<file path="src/rtl/mem_bus_initiator.sv">
// MEM-stage load/store initiator: turns pipeline requests into APB-style SETUP/ACCESS transfers.
// Optional MEM_BUS_MISALIGN_CHECK_EN rejects misaligned accesses with an error instead of masking low address bits.
module mem_bus_initiator #(
  parameter int unsigned TIMEOUT_CYC = 16
) (
  input  logic        clk,
  input  logic        rstn,
  input  logic        req_valid,
  input  logic        req_we,
  input  logic [2:0]  req_strb,
  input  logic [31:0] req_addr,
  input  logic [31:0] req_wdata,
  output logic        stall,
  output logic        rsp_valid,
  output logic [31:0] rsp_rdata,
  output logic        rsp_err,
  output logic        psel,
  output logic        penable,
  output logic        pwrite,
  output logic [31:0] paddr,
  output logic [3:0]  pstrb,
  output logic [31:0] pwdata,
  input  logic [31:0] prdata,
  input  logic        pready,
  input  logic        pslverr
);
  localparam int unsigned CNT_W = (TIMEOUT_CYC > 2) ? $clog2(TIMEOUT_CYC) : 1;

  localparam logic [2:0] ST_SB = 3'd0, ST_SH = 3'd1, ST_SW = 3'd2, ST_LB = 3'd3;
  localparam logic [2:0] ST_LH = 3'd4, ST_LW = 3'd5, ST_LBU = 3'd6, ST_LHU = 3'd7;

  typedef enum logic [1:0] {IDLE, SETUP, ACCESS, DONE} state_e;

  state_e             state_q, state_d;
  logic [2:0]         op_q, op_d;
  logic [1:0]         lo_q, lo_d;
  logic [CNT_W-1:0]   cnt_q, cnt_d;
  logic               psel_q, psel_d, penable_q, penable_d, pwrite_q, pwrite_d;
  logic [31:0]        paddr_q, paddr_d, pwdata_q, pwdata_d;
  logic [3:0]         pstrb_q, pstrb_d;
  logic               rsp_valid_q, rsp_valid_d, rsp_err_q, rsp_err_d;
  logic [31:0]        rsp_rdata_q, rsp_rdata_d;

  logic [2:0]  op_c;
  logic [1:0]  lo_c;
  logic [3:0]  strb_c;
  logic [31:0] wdata_c;
  logic        reject_c;
  logic [7:0]  byte_c;
  logic [15:0] half_c;
  logic [31:0] ld_data_c;

  // Request decode: mismatched we/encoding collapses to a full word, low bits masked per size.
  always_comb begin
    op_c = req_strb;
    if (req_we && req_strb > ST_SW) op_c = ST_SW;
    if (!req_we && req_strb < ST_LB) op_c = ST_LW;
    lo_c    = req_addr[1:0];
    strb_c  = 4'b0000;
    wdata_c = '0;
    case (op_c)
      ST_SB: begin
        strb_c  = 4'b0001 << req_addr[1:0];
        wdata_c = {4{req_wdata[7:0]}};
      end
      ST_SH: begin
        lo_c    = {req_addr[1], 1'b0};
        strb_c  = req_addr[1] ? 4'b1100 : 4'b0011;
        wdata_c = {2{req_wdata[15:0]}};
      end
      ST_SW: begin
        lo_c    = 2'b00;
        strb_c  = 4'b1111;
        wdata_c = req_wdata;
      end
      ST_LH, ST_LHU: lo_c = {req_addr[1], 1'b0};
      ST_LW:         lo_c = 2'b00;
      default:       ;
    endcase
  end

`ifdef MEM_BUS_MISALIGN_CHECK_EN
  assign reject_c = ((op_c == ST_SH || op_c == ST_LH || op_c == ST_LHU) && req_addr[0]) ||
                    ((op_c == ST_SW || op_c == ST_LW) && (req_addr[1:0] != 2'b00));
`else
  assign reject_c = 1'b0;
`endif

  // Load lane extraction and extension from the latched access.
  always_comb begin
    case (lo_q)
      2'd1:    byte_c = prdata[15:8];
      2'd2:    byte_c = prdata[23:16];
      2'd3:    byte_c = prdata[31:24];
      default: byte_c = prdata[7:0];
    endcase
    half_c = lo_q[1] ? prdata[31:16] : prdata[15:0];
    case (op_q)
      ST_LB:   ld_data_c = {{24{byte_c[7]}}, byte_c};
      ST_LBU:  ld_data_c = {24'h0, byte_c};
      ST_LH:   ld_data_c = {{16{half_c[15]}}, half_c};
      ST_LHU:  ld_data_c = {16'h0, half_c};
      default: ld_data_c = prdata;
    endcase
  end

  always_comb begin
    state_d     = state_q;
    op_d        = op_q;
    lo_d        = lo_q;
    cnt_d       = cnt_q;
    psel_d      = psel_q;
    penable_d   = penable_q;
    pwrite_d    = pwrite_q;
    paddr_d     = paddr_q;
    pstrb_d     = pstrb_q;
    pwdata_d    = pwdata_q;
    rsp_valid_d = 1'b0;
    rsp_err_d   = 1'b0;
    rsp_rdata_d = '0;
    case (state_q)
      IDLE: begin
        if (req_valid) begin
          op_d  = op_c;
          lo_d  = lo_c;
          cnt_d = '0;
          if (reject_c) begin
            state_d     = DONE;
            rsp_valid_d = 1'b1;
            rsp_err_d   = 1'b1;
          end else begin
            state_d   = SETUP;
            psel_d    = 1'b1;
            penable_d = 1'b0;
            pwrite_d  = req_we;
            paddr_d   = {req_addr[31:2], 2'b00};
            pstrb_d   = strb_c;
            pwdata_d  = wdata_c;
          end
        end
      end
      SETUP: begin
        state_d   = ACCESS;
        penable_d = 1'b1;
      end
      ACCESS: begin
        if (pready) begin
          state_d     = DONE;
          psel_d      = 1'b0;
          penable_d   = 1'b0;
          rsp_valid_d = 1'b1;
          rsp_err_d   = pslverr;
          rsp_rdata_d = (pslverr || pwrite_q) ? '0 : ld_data_c;
        end else if (cnt_q == CNT_W'(TIMEOUT_CYC - 1)) begin
          state_d     = DONE;
          psel_d      = 1'b0;
          penable_d   = 1'b0;
          rsp_valid_d = 1'b1;
          rsp_err_d   = 1'b1;
        end else begin
          cnt_d = cnt_q + CNT_W'(1);
        end
      end
      DONE:    state_d = IDLE;
      default: state_d = IDLE;
    endcase
  end

  always_ff @(posedge clk or negedge rstn) begin
    if (!rstn) begin
      state_q     <= IDLE;
      op_q        <= '0;
      lo_q        <= '0;
      cnt_q       <= '0;
      psel_q      <= 1'b0;
      penable_q   <= 1'b0;
      pwrite_q    <= 1'b0;
      paddr_q     <= '0;
      pstrb_q     <= '0;
      pwdata_q    <= '0;
      rsp_valid_q <= 1'b0;
      rsp_err_q   <= 1'b0;
      rsp_rdata_q <= '0;
    end else begin
      state_q     <= state_d;
      op_q        <= op_d;
      lo_q        <= lo_d;
      cnt_q       <= cnt_d;
      psel_q      <= psel_d;
      penable_q   <= penable_d;
      pwrite_q    <= pwrite_d;
      paddr_q     <= paddr_d;
      pstrb_q     <= pstrb_d;
      pwdata_q    <= pwdata_d;
      rsp_valid_q <= rsp_valid_d;
      rsp_err_q   <= rsp_err_d;
      rsp_rdata_q <= rsp_rdata_d;
    end
  end

  // stall must see the request in the same cycle it is presented, and stays low in reset.
  assign stall = rstn && ((state_q == IDLE && req_valid) || state_q == SETUP || state_q == ACCESS);

  assign psel      = psel_q;
  assign penable   = penable_q;
  assign pwrite    = pwrite_q;
  assign paddr     = paddr_q;
  assign pstrb     = pstrb_q;
  assign pwdata    = pwdata_q;
  assign rsp_valid = rsp_valid_q;
  assign rsp_err   = rsp_err_q;
  assign rsp_rdata = rsp_rdata_q;

endmodule

</file>
<file path="config.mk">
export PLATFORM = sky130hd
export DESIGN_NAME = mem_bus_initiator
export DESIGN_NICKNAME = d
export VERILOG_FILES = /design/src/rtl/mem_bus_initiator.sv
export SDC_FILE = /design/constraint.sdc
export NUM_CORES = 1
export LEC_CHECK = 0
export ABC_CLOCK_PERIOD_IN_PS = 4600
export CORE_MARGIN = 8
export CORE_UTILIZATION = 49
export CTS_BUF_LIST = sky130_fd_sc_hd__clkbuf_8
export DETAILED_ROUTE_END_ITERATION = 8
export PLACE_DENSITY = 0.89
export SLEW_MARGIN = 20
export SYNTH_ARGS = -nofsm -noshare
export SYNTH_HDL_FRONTEND = slang
export SYNTH_SLANG_ARGS = --single-unit
</file>
<file path="constraint.sdc">
create_clock -name clk -period 4.6 [get_ports clk]
set_clock_uncertainty 0.15 [all_clocks]
set_input_delay 1.38 -clock clk [delete_from_list [all_inputs] [get_ports clk]]
set_output_delay 1.38 -clock clk [all_outputs]
set_load 0.02 [all_outputs]
</file>
==> results of run 1 <==
sequential cells by signal, summed over array words and instances (netlist names):
| register | count |
|---|---|
| cnt_q | 4 |
| lo_q | 2 |
| op_q | 3 |
| paddr | 30 |
| penable | 1 |
| psel | 1 |
| pstrb | 4 |
| pwdata | 32 |
| pwrite | 1 |
| rsp_err | 1 |
| rsp_rdata | 32 |
| rsp_valid | 1 |
| state_q | 2 |
synthesized netlist by cell type, types with 2 or more instances:
library cell,count,area [um2]
inv_1,12,45.0
nand3_1,3,15.0
o31ai_1,2,15.0
nand3b_1,4,30.0
mux2i_1,30,300
buf_4,3,22.5
mux2_2,44,495
a31oi_1,2,12.5
a21oi_1,13,65.1
a211oi_1,2,15.0
o21ai_0,59,295
a222oi_1,7,70.1
nand4_1,2,12.5
nand2b_1,5,31.3
nor2_1,50,188
nor2b_1,6,37.5
nand2_1,67,251
o31a_1,2,17.5
o32ai_1,2,17.5
dfrtp_1,114,2850
o221a_2,8,90.1
buf_2,13,65.1
clkbuf_1,16,60.1
a22o_1,5,43.8
nor3_1,5,25.0
o21ai_1,3,15.0
ha_1,4,50.1
power by group:
part	switching (uW)	leakage (uW)	internal [uW]
combinational	1150	0.00168	1050
clock	397	0.000213	554
sequential	272	0.00147	1360
final cells by class:
type,count,area (um2)
Inverter,12,45.0
Timing Repair Buffer,214,2120
Clock buffer,19,262
Multi-Input combinational cell,343,2280
Fill cell,753,2870
Sequential cell,114,2850
Tap cell,140,175
Clock inverter,13,143
final timing paths:
check                           endpoint  slack [ns]
min reg2reg                    pwdata[7]        0.33
max reg2reg                   pwdata[14]        1.84
min                            pwdata[7]        0.33
min in group asynchronous     pwdata[14]        0.91
max in group asynchronous  rsp_rdata[10]        2.13
max                                stall        0.33
layer usage:
layer	vias up	global-route usage, %
met1	2271	25.1
met4	0	9.21
met2	218	37.7
li1	2172	-
met5	-	0
met3	32	9.32
per-stage QoR:
step	hold slack, ns	util, %	instances	instance area, um2	power, uW
2_1_floorplan	0.363	-	503	5340	2830
3_3_place_gp	0.311	69.6	823	7480	3750
3_5_place_dp	0.322	69.6	823	7480	3860
4_1_cts	0.337	73.3	855	7880	4830
5_1_grt	0.359	73.3	855	7880	5050
6_report	0.333	73.3	855	7880	4790
worst reg2reg max path, delay by kind of cell, from the launching register on:
family | cells | cell delay [ns]
compound gates | 1 | 0.51
fa+ha+maj | 1 | 0.32
buf+inv | 2 | 0.48
flops | 1 | 0.40
simple gates | 2 | 0.78
cells by family (layout without fill, tap and decap cells):
| kind of cell | Yosys count | in the layout | share of synthesized area, % |
|---|---|---|---|
| and+or+nand+nor | 148 | 148 | 12.2 |
| AOI/OAI and AO/OA | 114 | 114 | 14.0 |
| DFF | 114 | 114 | 53.5 |
| muxes | 75 | 75 | 15.3 |
| buffers and inverters | 46 | 258 | 3.92 |
| adders and majority gates | 4 | 4 | 0.938 |
| other | 1 | 2 | 0.0703 |
==> run_results.csv, run 1 <==
group,metric,value,unit
run_status,status,"complete, no violations",
critical_path,crit_chain,"clkdlybuf4s50_1 > and2_1 > o31a_1 > clkdlybuf4s50_1",
min_path,min_path_cells,2,
floorplan,initial_utilization,49.7,%
timing,tightest_slew,0.912,ns
placement,gp_congestion,0.862,
synthesis,syn-cell-area,5340,um2
critical_path,worstReg2RegStart,"state_q[0]",
clock_tree,ctsHoldBuffers,0,
floorplan,dieArea,14500,um2
floorplan,num_rows,38,
placement,pre_cts_slack,0.338,ns
detailed_routing,met1_length,6290,um
critical_path,worstPathMaxFanout,2,
detailed_routing,drt_iter0_drc,292,
detailed_routing,drtPass1Iterations,5,
floorplan,io_pins,211,
clock_tree,root_buffer,"clkbuf_8",
global_routing,grt_pass1_wl,25800,um
critical_path,critPathCaptureType,"output pin",
detailed_routing,ant_nets,0,
critical_path,arrival,2.74,ns
critical_path,crit_buf_inv,2,
timing,layout_min_cycle_time,4.27,ns
floorplan,core,10700,um2
critical_path,cp_top_family,"buffers and inverters",
pwr,leakage,0.00337,uW
detailed_routing,via_per_inst,5.49,
floorplan,die_w,120,um
detailed_routing,highest_layer,"met4",
cells_and_area,layout_common_cells,"clkdlybuf4s50_1, dfrtp_1, nand2_1, o21ai_0, nor2_1",
floorplan,die_y,120,um
clock_tree,path_clk_slew,0.07,ns
timing,max_slew_margin,39.2,%
timing,finalCritPeriodShare,92.8,%
global_routing,grt_pass1_vias,4975,
detailed_routing,post-route-drc-count,0,
cells_and_area,area_growth,47.7,%
detailed_routing,wl_met3,1670,um
placement,dp_hpwl,12300,um
min_path,min_path_type,"register to register",
critical_path,cp.depth,4,
clock_tree,cts_buffers,17,
timing,fin_tns_setup,0,ns
global_routing,antenna_found_initial,0,
synthesis,ys_warn_count,0,
global_routing,overflow,0,
timing,rsz0062_at_grt,"no",
cells_and_area,drive_gt1_share,13.7,%
detailed_routing,wl_per_cell,19.2,um
synthesis,postSynthAreaPerCell,10.6,um2
synthesis,async_flop_share,100,%
clock_tree,cts_setup_buffers,0,
timing,hold_viol_final,0,
timing,fin_ws,0.333,ns
cells_and_area,final_net_count,811,
critical_path,critPathKind,"input pin to output pin",
global_routing,grt_usage,22.5,%
cells_and_area,antennaDiodeCount,0,
clock_tree,cts_num_sinks,114,
critical_path,cpMostUsedCell,"clkdlybuf4s50_1",
synthesis,syn_inst,502,
synthesis,synth_ff_type,"dfrtp_1",
synthesis,yosys.cell_types.count,46,
timing,fmax,234,MHz
timing,setup_violations,0,
pwr,irDropWorstVdd,0.000473,V
placement,io_buffers,208,
pwr,cellPowerDensity,608,nW/um2
synthesis,synth-seq-area-share,53.5,%
clock_tree,cts_tree,"yes",
clock_tree,cts_resized,0,
critical_path,max_stage_delay,0.54,ns
clock_tree,clkLatencyLatePin,0.42,ns
timing,slew_viol_final,0,
cells_and_area,mostFrequentLayoutCell,"clkdlybuf4s50_1",
clock_tree,clk_path_buf_depth,2,
critical_path,required,3.07,ns
min_path,hp-start,"pwdata[7]",
critical_path,r2r_cells,6,
detailed_routing,finalWirelength,16400,um
clock_tree,cts_htree_levels,4,
synthesis,synth-edff-count,0,
detailed_routing,vias,4693,
critical_path,crit_slowest_cell,"clkdlybuf4s50_1",
critical_path,startpoint,"req_valid",
flow_run,maxCapViolations,0,
global_routing,grt_max_degree,70,
synthesis,synth-seq-cells,114,
detailed_routing,dr_wl_met2,8050,um
critical_path,worstSetupStartpointType,"input pin",
No activity file was read; power rests on OpenSTA's default activity.
==> inputs of run 2 (changes only) <==
--- a/config.mk
+++ b/config.mk
@@ -5,10 +5,10 @@
 export SDC_FILE = /design/constraint.sdc
 export NUM_CORES = 1
 export LEC_CHECK = 0
-export ABC_CLOCK_PERIOD_IN_PS = 4600
 export CORE_MARGIN = 8
 export CORE_UTILIZATION = 49
 export CTS_BUF_LIST = sky130_fd_sc_hd__clkbuf_8
+export CTS_CLUSTER_SIZE = 8
 export DETAILED_ROUTE_END_ITERATION = 8
 export PLACE_DENSITY = 0.89
 export SLEW_MARGIN = 20
==> results of run 2 <==
Same layout as run 1: the final DEF is identical, and so are final timing and power.
==> inputs of run 3 (changes only) <==
--- a/config.mk
+++ b/config.mk
@@ -5,6 +5,7 @@
 export SDC_FILE = /design/constraint.sdc
 export NUM_CORES = 1
 export LEC_CHECK = 0
+export CORE_ASPECT_RATIO = 0.5
 export CORE_MARGIN = 8
 export CORE_UTILIZATION = 49
 export CTS_BUF_LIST = sky130_fd_sc_hd__clkbuf_8
==> run 3 against run 2 <==
Clock power up 2%. Non-clock buffer count down 1. Routed wire length up 0.69%. Highest routed layer unchanged.
==> run_results.csv, run 3 (synthesized netlist as in run 1, its figures left out) <==
group,metric,value,unit
cells_and_area,antennaDiodeCount,0,
cells_and_area,drive_gt1_share,13.5,%
timing,setup_violations,0,
pwr,switchingPower,1840,uW
floorplan,die_w,164,um
floorplan,initial_utilization,49.4,%
min_path,min_path_type,"register to register",
clock_tree,cts_setup_buffers,0,
clock_tree,cts_num_sinks,114,
cells_and_area,final_net_count,810,
detailed_routing,drtPass1Iterations,5,
pwr,pwr-share-comb,46.0,%
global_routing,antenna_found_initial,0,
critical_path,worstPathMaxFanout,2,
placement,io_buffers,208,
clock_tree,ctsHoldBuffers,0,
detailed_routing,via_per_inst,5.49,
global_routing,grt_max_degree,66,
clock_tree,cts_buffers,17,
floorplan,die_y,89.8,um
cells_and_area,area_growth,47.6,%
timing,hold_viol_final,0,
critical_path,required,3.07,ns
clock_tree,cts_tree,"yes",
placement,gp_congestion,0.887,
critical_path,critPathCaptureType,"output pin",
timing,fmax,234,MHz
pwr,pwr-share-seq,33.8,%
cells_and_area,layout_common_cells,"clkdlybuf4s50_1, dfrtp_1, nand2_1, o21ai_0, nor2_1",
clock_tree,cts_htree_levels,4,
timing,layout_min_cycle_time,4.27,ns
floorplan,core,10800,um2
detailed_routing,drt_iter0_drc,439,
clock_tree,clkLatencyLatePin,0.42,ns
pwr,leakage,0.00336,uW
global_routing,grt_pass1_vias,4887,
global_routing,grt_pass1_wl,26200,um
floorplan,io_pins,211,
critical_path,worstSetupStartpointType,"input pin",
detailed_routing,post-route-drc-count,0,
floorplan,num_rows,27,
clock_tree,cts_resized,0,
critical_path,critPathKind,"input pin to output pin",
timing,rsz0062_at_grt,"no",
clock_tree,clk_path_buf_depth,2,
global_routing,grt_usage,22.3,%
critical_path,arrival,2.74,ns
timing,finalCritPeriodShare,92.9,%
timing,max_slew_margin,38.1,%
pwr,switching_share,38.2,%
flow_run,maxCapViolations,0,
detailed_routing,ant_nets,0,
pwr,p_clk_share,20.1,%
cells_and_area,mostFrequentLayoutCell,"clkdlybuf4s50_1",
global_routing,overflow,0,
clock_tree,path_clk_slew,0.07,ns
placement,placed_area,7470,um2
timing,fin_tns_setup,0,ns
run_status,status,"complete, no violations",
clock_tree,root_buffer,"clkbuf_8",
floorplan,dieArea,14700,um2
timing,slew_viol_final,0,
pwr,irDropWorstVdd,0.000277,V
pwr,internal_power,2970,uW
cells_and_area,design_area,7880,um2
detailed_routing,wl_per_cell,19.3,um
pwr,cellPowerDensity,610,nW/um2
placement,dp_hpwl,12000,um
timing,tightest_slew,0.929,ns
detailed_routing,vias,4714,
detailed_routing,finalWirelength,16500,um
## run 3: area by class of cell
type / instances / area [um2]
clock buffer: 19 / 262
clock inverter: 12 / 141
fill: 774 / 2930
inverter: 12 / 45.0
multi-input combinational: 343 / 2280
sequential: 114 / 2850
tap: 145 / 181
timing repair buffer: 213 / 2120
## run 3: power by group through the flow
stage	registers [uW]	clock network [uW]	logic (uW)
5_1_grt	1670	1020	2360
2_1_floorplan	1950	0	880
3_5_place_dp	1630	0	2210
6_report	1620	968	2210
3_3_place_gp	1610	0	2150
4_1_cts	1620	982	2230
## run 3: final timing paths
kind / to / slack (ns) / depth (start not counted) / start
worst min-delay path: pwdata[6] / 0.33 / 2 / pwdata[6]
min in group asynchronous: psel / 0.90 / 2 / rstn
worst max-delay path: stall / 0.33 / 4 / req_valid
worst max register to register: pwdata[24] / 1.96 / 6 / state_q[0]
max in group asynchronous: pwdata[15] / 2.15 / 3 / rstn
worst min register to register: pwdata[6] / 0.33 / 2 / pwdata[6]
## run 3: per-stage QoR
| stage | power (uW) | instances | util [%] | hold slack [ns] | setup WS [ns] |
|---|---|---|---|---|---|
| final | 4800 | 858 | 72.9 | 0.333 | 0.328 |
| after global routing | 5050 | 858 | 72.9 | 0.358 | 0.269 |
| after CTS | 4830 | 858 | 72.9 | 0.337 | 0.325 |
| after detailed placement | 3850 | 827 | 69.1 | 0.320 | 0.332 |
| after global placement | 3760 | 827 | 69.1 | 0.311 | 0.329 |
| after floorplan | 2830 | 503 | - | 0.363 | 0.731 |
## run 3: critical path, stage by stage
cell and delay, ns:
clkdlybuf4s50_1 0.42, and2_1 0.18, o31a_1 0.23, clkdlybuf4s50_1 0.53
## run 3: metal layers
metal  vias up  track usage, %  routed length (um)
met5         -               0                   0
met4         0            10.8                 596
met3        46            5.14                1050
met2       200            37.8                8280
met1      2304            26.2                6590
li1       2164               -                   -
